**config.mk**
```make
export PLATFORM = sky130hd
export DESIGN_NAME = cpu_wb_bridge
export DESIGN_NICKNAME = d
export VERILOG_FILES = /design/src/rtl/cpu_wb_bridge.sv
export SDC_FILE = /design/constraint.sdc
export NUM_CORES = 1
export LEC_CHECK = 0
export CORE_MARGIN = 2
export CORE_UTILIZATION = 55
export CTS_CLUSTER_DIAMETER = 150
export CTS_CLUSTER_SIZE = 16
export DETAILED_ROUTE_END_ITERATION = 8
export MAX_ROUTING_LAYER = met4
export PLACE_DENSITY = 0.82
export SLEW_MARGIN = 40
export SYNTH_ARGS = -nofsm -noshare
export SYNTH_HDL_FRONTEND = slang
export SYNTH_SLANG_ARGS = --single-unit
```
**constraint.sdc**
```tcl
create_clock -name clk_i -period 6.65 [get_ports clk_i]
set_input_delay 0.9975 -clock clk_i [delete_from_list [all_inputs] [get_ports clk_i]]
set_output_delay 0.9975 -clock clk_i [all_outputs]
set_load 0.05 [all_outputs]
```
**src/rtl/cpu_wb_bridge.sv**
```systemverilog
// cpu_wb_bridge: runs 68040-side request/write/read channels as Wishbone classic master cycles.
// Optional per-beat watchdog is compiled in when BRIDGE_TIMEOUT_EN is defined.
module cpu_wb_bridge #(
  parameter int FIFO_DEPTH  = 4,
  parameter int TIMEOUT_CYC = 255
) (
  input  logic        clk_i,
  input  logic        rst_i,
  input  logic        req_valid,
  output logic        req_ready,
  input  logic [2:0]  req_len,
  input  logic [3:0]  req_mask,
  input  logic [31:0] req_addr,
  input  logic        req_we,
  input  logic        write_valid,
  input  logic [31:0] write_data,
  output logic        read_valid,
  output logic [31:0] read_data,
  input  logic        read_ack,
  output logic        wb_cyc_o,
  output logic        wb_stb_o,
  output logic        wb_we_o,
  output logic [29:0] wb_adr_o,
  output logic [3:0]  wb_sel_o,
  output logic [31:0] wb_dat_o,
  input  logic [31:0] wb_dat_i,
  input  logic        wb_ack_i,
  input  logic        wb_err_i,
  output logic        bus_err_o
);
  localparam int AW = $clog2(FIFO_DEPTH);
  localparam int CW = AW + 1;

  typedef enum logic [1:0] {S_IDLE, S_RD, S_WR} state_t;

  state_t        r_state;
  logic          r_req_ready, r_cyc, r_stb, r_we, r_bus_err;
  logic [29:0]   r_adr;
  logic [3:0]    r_sel;
  logic [2:0]    r_beats;

  logic [31:0]   r_wf_mem [FIFO_DEPTH];
  logic [AW-1:0] r_wf_wp, r_wf_rp;
  logic [CW-1:0] r_wf_cnt;
  logic [31:0]   r_rf_mem [FIFO_DEPTH];
  logic [AW-1:0] r_rf_wp, r_rf_rp;
  logic [CW-1:0] r_rf_cnt;

  logic          w_timeout, w_beat_done, w_beat_err, w_last, w_accept;
  logic          w_wf_full, w_wf_push, w_wf_pop, w_wf_ovf;
  logic          w_rf_push, w_rf_pop;
  logic [CW-1:0] w_wf_cnt_next, w_rf_cnt_next;
  logic [31:0]   w_rf_din;
  logic          w_unused;

  // A beat can only complete while stb is high; ack takes priority over err.
  assign w_beat_done = r_stb & (wb_ack_i | wb_err_i | w_timeout);
  assign w_beat_err  = r_stb & ~wb_ack_i & (wb_err_i | w_timeout);
  assign w_last      = w_beat_done & (r_beats == 3'd1);
  assign w_accept    = (r_state == S_IDLE) & r_req_ready & req_valid;

  assign w_wf_full     = (r_wf_cnt == CW'(FIFO_DEPTH));
  assign w_wf_pop      = w_beat_done & (r_state == S_WR);
  assign w_wf_push     = write_valid & (~w_wf_full | w_wf_pop);
  assign w_wf_ovf      = write_valid & w_wf_full & ~w_wf_pop;
  assign w_wf_cnt_next = r_wf_cnt + CW'(w_wf_push) - CW'(w_wf_pop);

  assign w_rf_push     = w_beat_done & (r_state == S_RD);
  assign w_rf_pop      = read_ack & (r_rf_cnt != '0);
  assign w_rf_cnt_next = r_rf_cnt + CW'(w_rf_push) - CW'(w_rf_pop);
  assign w_rf_din      = wb_ack_i ? wb_dat_i : 32'hFFFF_FFFF;

  assign w_unused = &{1'b0, req_addr[1:0], 1'(TIMEOUT_CYC)};

`ifdef BRIDGE_TIMEOUT_EN
  localparam int TW = $clog2(TIMEOUT_CYC + 1);
  logic [TW-1:0] r_to_cnt;

  // Counts stb-high cycles of the current beat; zero on the first stb cycle.
  always_ff @(posedge clk_i) begin
    if (rst_i || !r_stb || w_beat_done) r_to_cnt <= '0;
    else                                r_to_cnt <= r_to_cnt + TW'(1);
  end
  assign w_timeout = r_stb & (r_to_cnt == TW'(TIMEOUT_CYC - 1));
`else
  assign w_timeout = 1'b0;
`endif

  always_ff @(posedge clk_i) begin
    if (w_wf_push) r_wf_mem[r_wf_wp] <= write_data;
    if (w_rf_push) r_rf_mem[r_rf_wp] <= w_rf_din;
  end

  always_ff @(posedge clk_i) begin
    if (rst_i) begin
      r_wf_wp <= '0; r_wf_rp <= '0; r_wf_cnt <= '0;
      r_rf_wp <= '0; r_rf_rp <= '0; r_rf_cnt <= '0;
    end else begin
      if (w_wf_push) r_wf_wp <= r_wf_wp + AW'(1);
      if (w_wf_pop)  r_wf_rp <= r_wf_rp + AW'(1);
      if (w_rf_push) r_rf_wp <= r_rf_wp + AW'(1);
      if (w_rf_pop)  r_rf_rp <= r_rf_rp + AW'(1);
      r_wf_cnt <= w_wf_cnt_next;
      r_rf_cnt <= w_rf_cnt_next;
    end
  end

  always_ff @(posedge clk_i) begin
    if (rst_i) begin
      r_state     <= S_IDLE;
      r_req_ready <= 1'b0;
      r_cyc       <= 1'b0;
      r_stb       <= 1'b0;
      r_we        <= 1'b0;
      r_adr       <= '0;
      r_sel       <= '0;
      r_beats     <= '0;
      r_bus_err   <= 1'b0;
    end else begin
      r_bus_err <= w_beat_err | w_wf_ovf;
      case (r_state)
        S_IDLE: begin
          r_req_ready <= 1'b1;
          if (w_accept) begin
            r_req_ready <= 1'b0;
            r_cyc       <= 1'b1;
            r_adr       <= req_addr[31:2];
            r_we        <= req_we;
            r_beats     <= (req_len == 3'd4) ? 3'd4 : 3'd1;
            r_sel       <= (req_len == 3'd4) ? 4'hF : req_mask;
            if (req_we) begin
              r_state <= S_WR;
              r_stb   <= (w_wf_cnt_next != '0);
            end else begin
              r_state <= S_RD;
              r_stb   <= (w_rf_cnt_next != CW'(FIFO_DEPTH));
            end
          end
        end
        default: begin
          // Only the word-in-line bits advance, giving the 68040 line-wrap order.
          if (w_beat_done) begin
            r_beats    <= r_beats - 3'd1;
            r_adr[1:0] <= r_adr[1:0] + 2'd1;
          end
          if (w_last) begin
            r_state     <= S_IDLE;
            r_cyc       <= 1'b0;
            r_stb       <= 1'b0;
            r_we        <= 1'b0;
            r_req_ready <= 1'b1;
          end else if (r_state == S_WR) begin
            r_stb <= (w_wf_cnt_next != '0);
          end else begin
            r_stb <= (w_rf_cnt_next != CW'(FIFO_DEPTH));
          end
        end
      endcase
    end
  end

  assign req_ready  = r_req_ready;
  assign wb_cyc_o   = r_cyc;
  assign wb_stb_o   = r_stb;
  assign wb_we_o    = r_we;
  assign wb_adr_o   = r_adr;
  assign wb_sel_o   = r_sel;
  assign wb_dat_o   = r_wf_mem[r_wf_rp];
  assign bus_err_o  = r_bus_err;
  assign read_valid = (r_rf_cnt != '0);
  assign read_data  = r_rf_mem[r_rf_rp];
endmodule

```
==> flow_metrics.env <==
export IMPL_final_critical_path_setup_slack_ns=2.91
export IMPL_worst_path_arrival_time_ns=4.14
export IMPL_drc_errors=0
export IMPL_wl_per_cell_um=19.9
export IMPL_cts_tree="built"
export IMPL_htree_num_levels=1
export IMPL_fin_crit_sh_pct=56.3
export IMPL_grt_use_total_pct=21.0
export IMPL_min_path_type="reg -> reg"
export IMPL_number_of_gates_resized_after_cts=0
export IMPL_timing_clock_skew_ns=0.00918
export IMPL_post_cts_repair_setup_buffers=0
export IMPL_n_fill_cell=1424
export IMPL_site_rows=54
export IMPL_worst_hold_startpoint="wb_adr_o[24]"
export IMPL_worst_r2r_setup_slack_ns=3.52
export IMPL_regToRegStartpoint="wb_stb_o"
export IMPL_yosys_area_top_type="sky130_fd_sc_hd__edfxtp_1"
export IMPL_ys_seq_area_share_pct=74.3
export IMPL_routed_wl_mm=23.6
export IMPL_portBuffers=212
export IMPL_grt_ovfl_total=0
export IMPL_final_net_count=1018
export IMPL_boundary_pin_count=215
export IMPL_power_density_cell_area_nw_per_um2=320
export IMPL_design_die_area_um2=23000
export IMPL_clockBufferDepth=3
export IMPL_run_status="complete, no violations"
export IMPL_static_leakage_power_nw=4.87
export IMPL_rsz0062_at_grt="false"
export IMPL_worst_hold_slack_ns=0.454
export IMPL_timing_hold_worst_path_depth=2
export IMPL_grt_first_pass_wirelength_mm=35.7
export IMPL_dr_first_iter_drc_count=375
export IMPL_clkTransAtPathRegs_ns=0.07
export IMPL_ys_ff_latch=317
export IMPL_placed_area_um2=14400
export IMPL_worst_pin_slew_ns=0.644
export IMPL_max_cap_violations=0
export IMPL_final_hold_viol_count=0
export IMPL_yosys_cell_types_count=47
export IMPL_postCtsHoldBufs=0
export IMPL_ys_top_cells_by_count="256 x sky130_fd_sc_hd__edfxtp_1, 64 x sky130_fd_sc_hd__mux4_2, 63 x sky130_fd_sc_hd__nand2_1"
export IMPL_synth_top_cell_area_share_pct=64.1
export IMPL_setup_viol_count_final=0
export IMPL_final_setup_tns_ns=0
export IMPL_regToRegEndpoint="wb_stb_o"
export IMPL_slew_headroom_pct=57.1
export IMPL_postSynthCellCount=673
export IMPL_synth_top_flop_cell="sky130_fd_sc_hd__edfxtp_1"
export IMPL_mappedNetlistArea_um2=12000
export IMPL_yosys_cell_count_top_type="sky130_fd_sc_hd__edfxtp_1"
export IMPL_worst_case_vdd_ir_drop_mv=0.237
export IMPL_critical_path_endpoint_type="flop"
export IMPL_drtAntennaViolNets=0
export IMPL_synth_warning_count=0
export IMPL_inserted_clock_buffers=23
export IMPL_worstSetupPathType="in -> reg"
export IMPL_design_area_um2=15100
export IMPL_synth_area_per_cell_um2=17.8
export IMPL_drive_gt1_share_pct=12.1
export IMPL_floorplan_die_height_um=152
export IMPL_min_cycle_time_layout_ns=3.74
export IMPL_cts_root_buf="sky130_fd_sc_hd__clkbuf_16"
export IMPL_cell_count_of_the_worst_reg_to_reg_path=12
export IMPL_detailedRoute_firstPassIterationCount=5
export IMPL_clock_sinks=317
export IMPL_launching_element_type_of_the_critical_path="input port"
export IMPL_clock_fmax_mhz=267
export IMPL_synthesis_nets=800
export IMPL_initial_antenna_violation_count=1
export IMPL_synthToLayoutAreaGrowth_pct=25.7
export IMPL_final_max_slew_viol_count=0
export IMPL_finalCoreUtilization_pct=69.8
export IMPL_edff_count_synth=256
export IMPL_grt_start_max_net_pins=61
export IMPL_via_count_of_the_first_global_routing_pass=6559
export IMPL_largest_cells_by_area_after_synthesis="sky130_fd_sc_hd__edfxtp_1 64%, sky130_fd_sc_hd__mux4_2 12%, sky130_fd_sc_hd__dfxtp_1 10%"
export IMPL_core_area_um2=21600
export IMPL_asyncSetResetFlopFracSynth_pct=0
export IMPL_num_vias=6479
export IMPL_dieWidth_um=152
export IMPL_required_ns=7.05
export IMPL_holdPathEnd="wb_adr_o[24]"
export IMPL_drt_vias_per_instance=5.45
export IMPL_gpl_final_weighted_congestion=0.800
export IMPL_floorplan_initialDensity_pct=55.5
export IMPL_timing_critical_path_fanout_max=34
export IMPL_worstSkewPairLatency_ns=0.51
export IMPL_hpwlAfterDp_mm=14.9
export IMPL_dp_worst_setup_slack_ns=2.40
cell families after synthesis:
group | Yosys count | share of synthesized area [%]
compound gates | 64 | 3.03
mux | 65 | 12.1
fa+ha+maj | 16 | 1.79
simple gates | 156 | 6.42
xor+xnor | 7 | 0.751
buf+inv | 48 | 1.64
flops | 317 | 74.3
layer usage:
layer  up-vias  track usage [%]  part of all wire, %
met5         -                -                    0
met4         0             6.25                  2.3
met3        40             2.78                  5.0
met2       188             35.1                   52
met1      3236             27.3                   40
li1       3015                -                    -
final cells by class:
class | count | area (um^2) | share of cell area (%)
antenna | 1 | 2.50 | 0.0166
inverter | 14 | 52.6 | 0.348
multi-input combinational | 308 | 2890 | 19.2
clock buffer | 40 | 639 | 4.24
tap | 280 | 350 | 2.32
sequential | 317 | 8910 | 59.1
clock inverter | 1 | 5.00 | 0.0332
timing repair buffer | 227 | 2230 | 14.8
worst max-delay path, cell delays in order:
cell,delay (ns)
sky130_fd_sc_hd__clkdlybuf4s50_1,0.52
sky130_fd_sc_hd__buf_4,0.41
sky130_fd_sc_hd__o21a_1,0.29
sky130_fd_sc_hd__a21boi_1,0.15
sky130_fd_sc_hd__nor2_1,0.13
sky130_fd_sc_hd__inv_1,0.05
sky130_fd_sc_hd__ha_1,0.27
sky130_fd_sc_hd__inv_1,0.04
sky130_fd_sc_hd__ha_1,0.18
sky130_fd_sc_hd__fa_1,0.36
sky130_fd_sc_hd__xor3_1,0.42
sky130_fd_sc_hd__nand2_1,0.08
sky130_fd_sc_hd__o22ai_1,0.16
sky130_fd_sc_hd__o22ai_1,0.09
per-stage QoR:
step	instances	power, mW
4_1_cts	1187	4.87
6_report	1188	4.83
3_5_place_dp	1146	3.62
2_1_floorplan	673	3.20
5_1_grt	1188	5.01
3_3_place_gp	1146	3.59
registers in the layout, summed over array words and instances (netlist names), named ones only:
register   count
wb_stb_o       1
r_wf_cnt       3
r_wf_mem     128
r_state        2
r_rf_mem     128
wb_adr_o      30
bus_err_o      1
r_rf_wp        2
wb_cyc_o       1
r_wf_wp        2
r_rf_rp        2
r_beats        3
req_ready      1
r_wf_rp        2
r_rf_cnt       3
wb_sel_o       4
report_power, final:
| group | internal, mW | switching [mW] | total, mW |
|---|---|---|---|
| Sequential | 2.27 | 0.0477 | 2.32 |
| Combinational | 0.493 | 0.752 | 1.24 |
| Clock | 0.651 | 0.614 | 1.26 |
worst max path at each step:
stage	cells after the start	slack (ns)	startpoint	to
global route	13	2.71	wb_err_i	wb_stb_o
floorplan	12	3.26	wb_err_i	wb_stb_o
global placement	14	2.45	wb_ack_i	wb_stb_o
CTS	3	2.88	flop	read_data[28]
finish	14	2.91	wb_ack_i	wb_stb_o
detailed placement	14	2.40	wb_ack_i	wb_stb_o
cell usage in the layout (no fill, tap or decap), types with 3 or more instances in the layout:
| cell type | n |
|---|---|
| sky130_fd_sc_hd__a21oi_1 | 37 |
| sky130_fd_sc_hd__and2_1 | 4 |
| sky130_fd_sc_hd__and3_1 | 4 |
| sky130_fd_sc_hd__buf_4 | 16 |
| sky130_fd_sc_hd__clkbuf_1 | 17 |
| sky130_fd_sc_hd__clkbuf_16 | 23 |
| sky130_fd_sc_hd__clkdlybuf4s50_1 | 211 |
| sky130_fd_sc_hd__dfxtp_1 | 59 |
| sky130_fd_sc_hd__edfxtp_1 | 256 |
| sky130_fd_sc_hd__ha_1 | 14 |
| sky130_fd_sc_hd__inv_1 | 14 |
| sky130_fd_sc_hd__mux4_2 | 64 |
| sky130_fd_sc_hd__nand2_1 | 63 |
| sky130_fd_sc_hd__nand2b_1 | 33 |
| sky130_fd_sc_hd__nand3_1 | 5 |
| sky130_fd_sc_hd__nor2_1 | 28 |
| sky130_fd_sc_hd__nor2b_1 | 3 |
| sky130_fd_sc_hd__o21ai_0 | 6 |
| sky130_fd_sc_hd__o21ai_1 | 3 |
| sky130_fd_sc_hd__o22ai_1 | 6 |
| sky130_fd_sc_hd__xnor2_1 | 3 |
No activity file was read; power rests on OpenSTA's default activity.
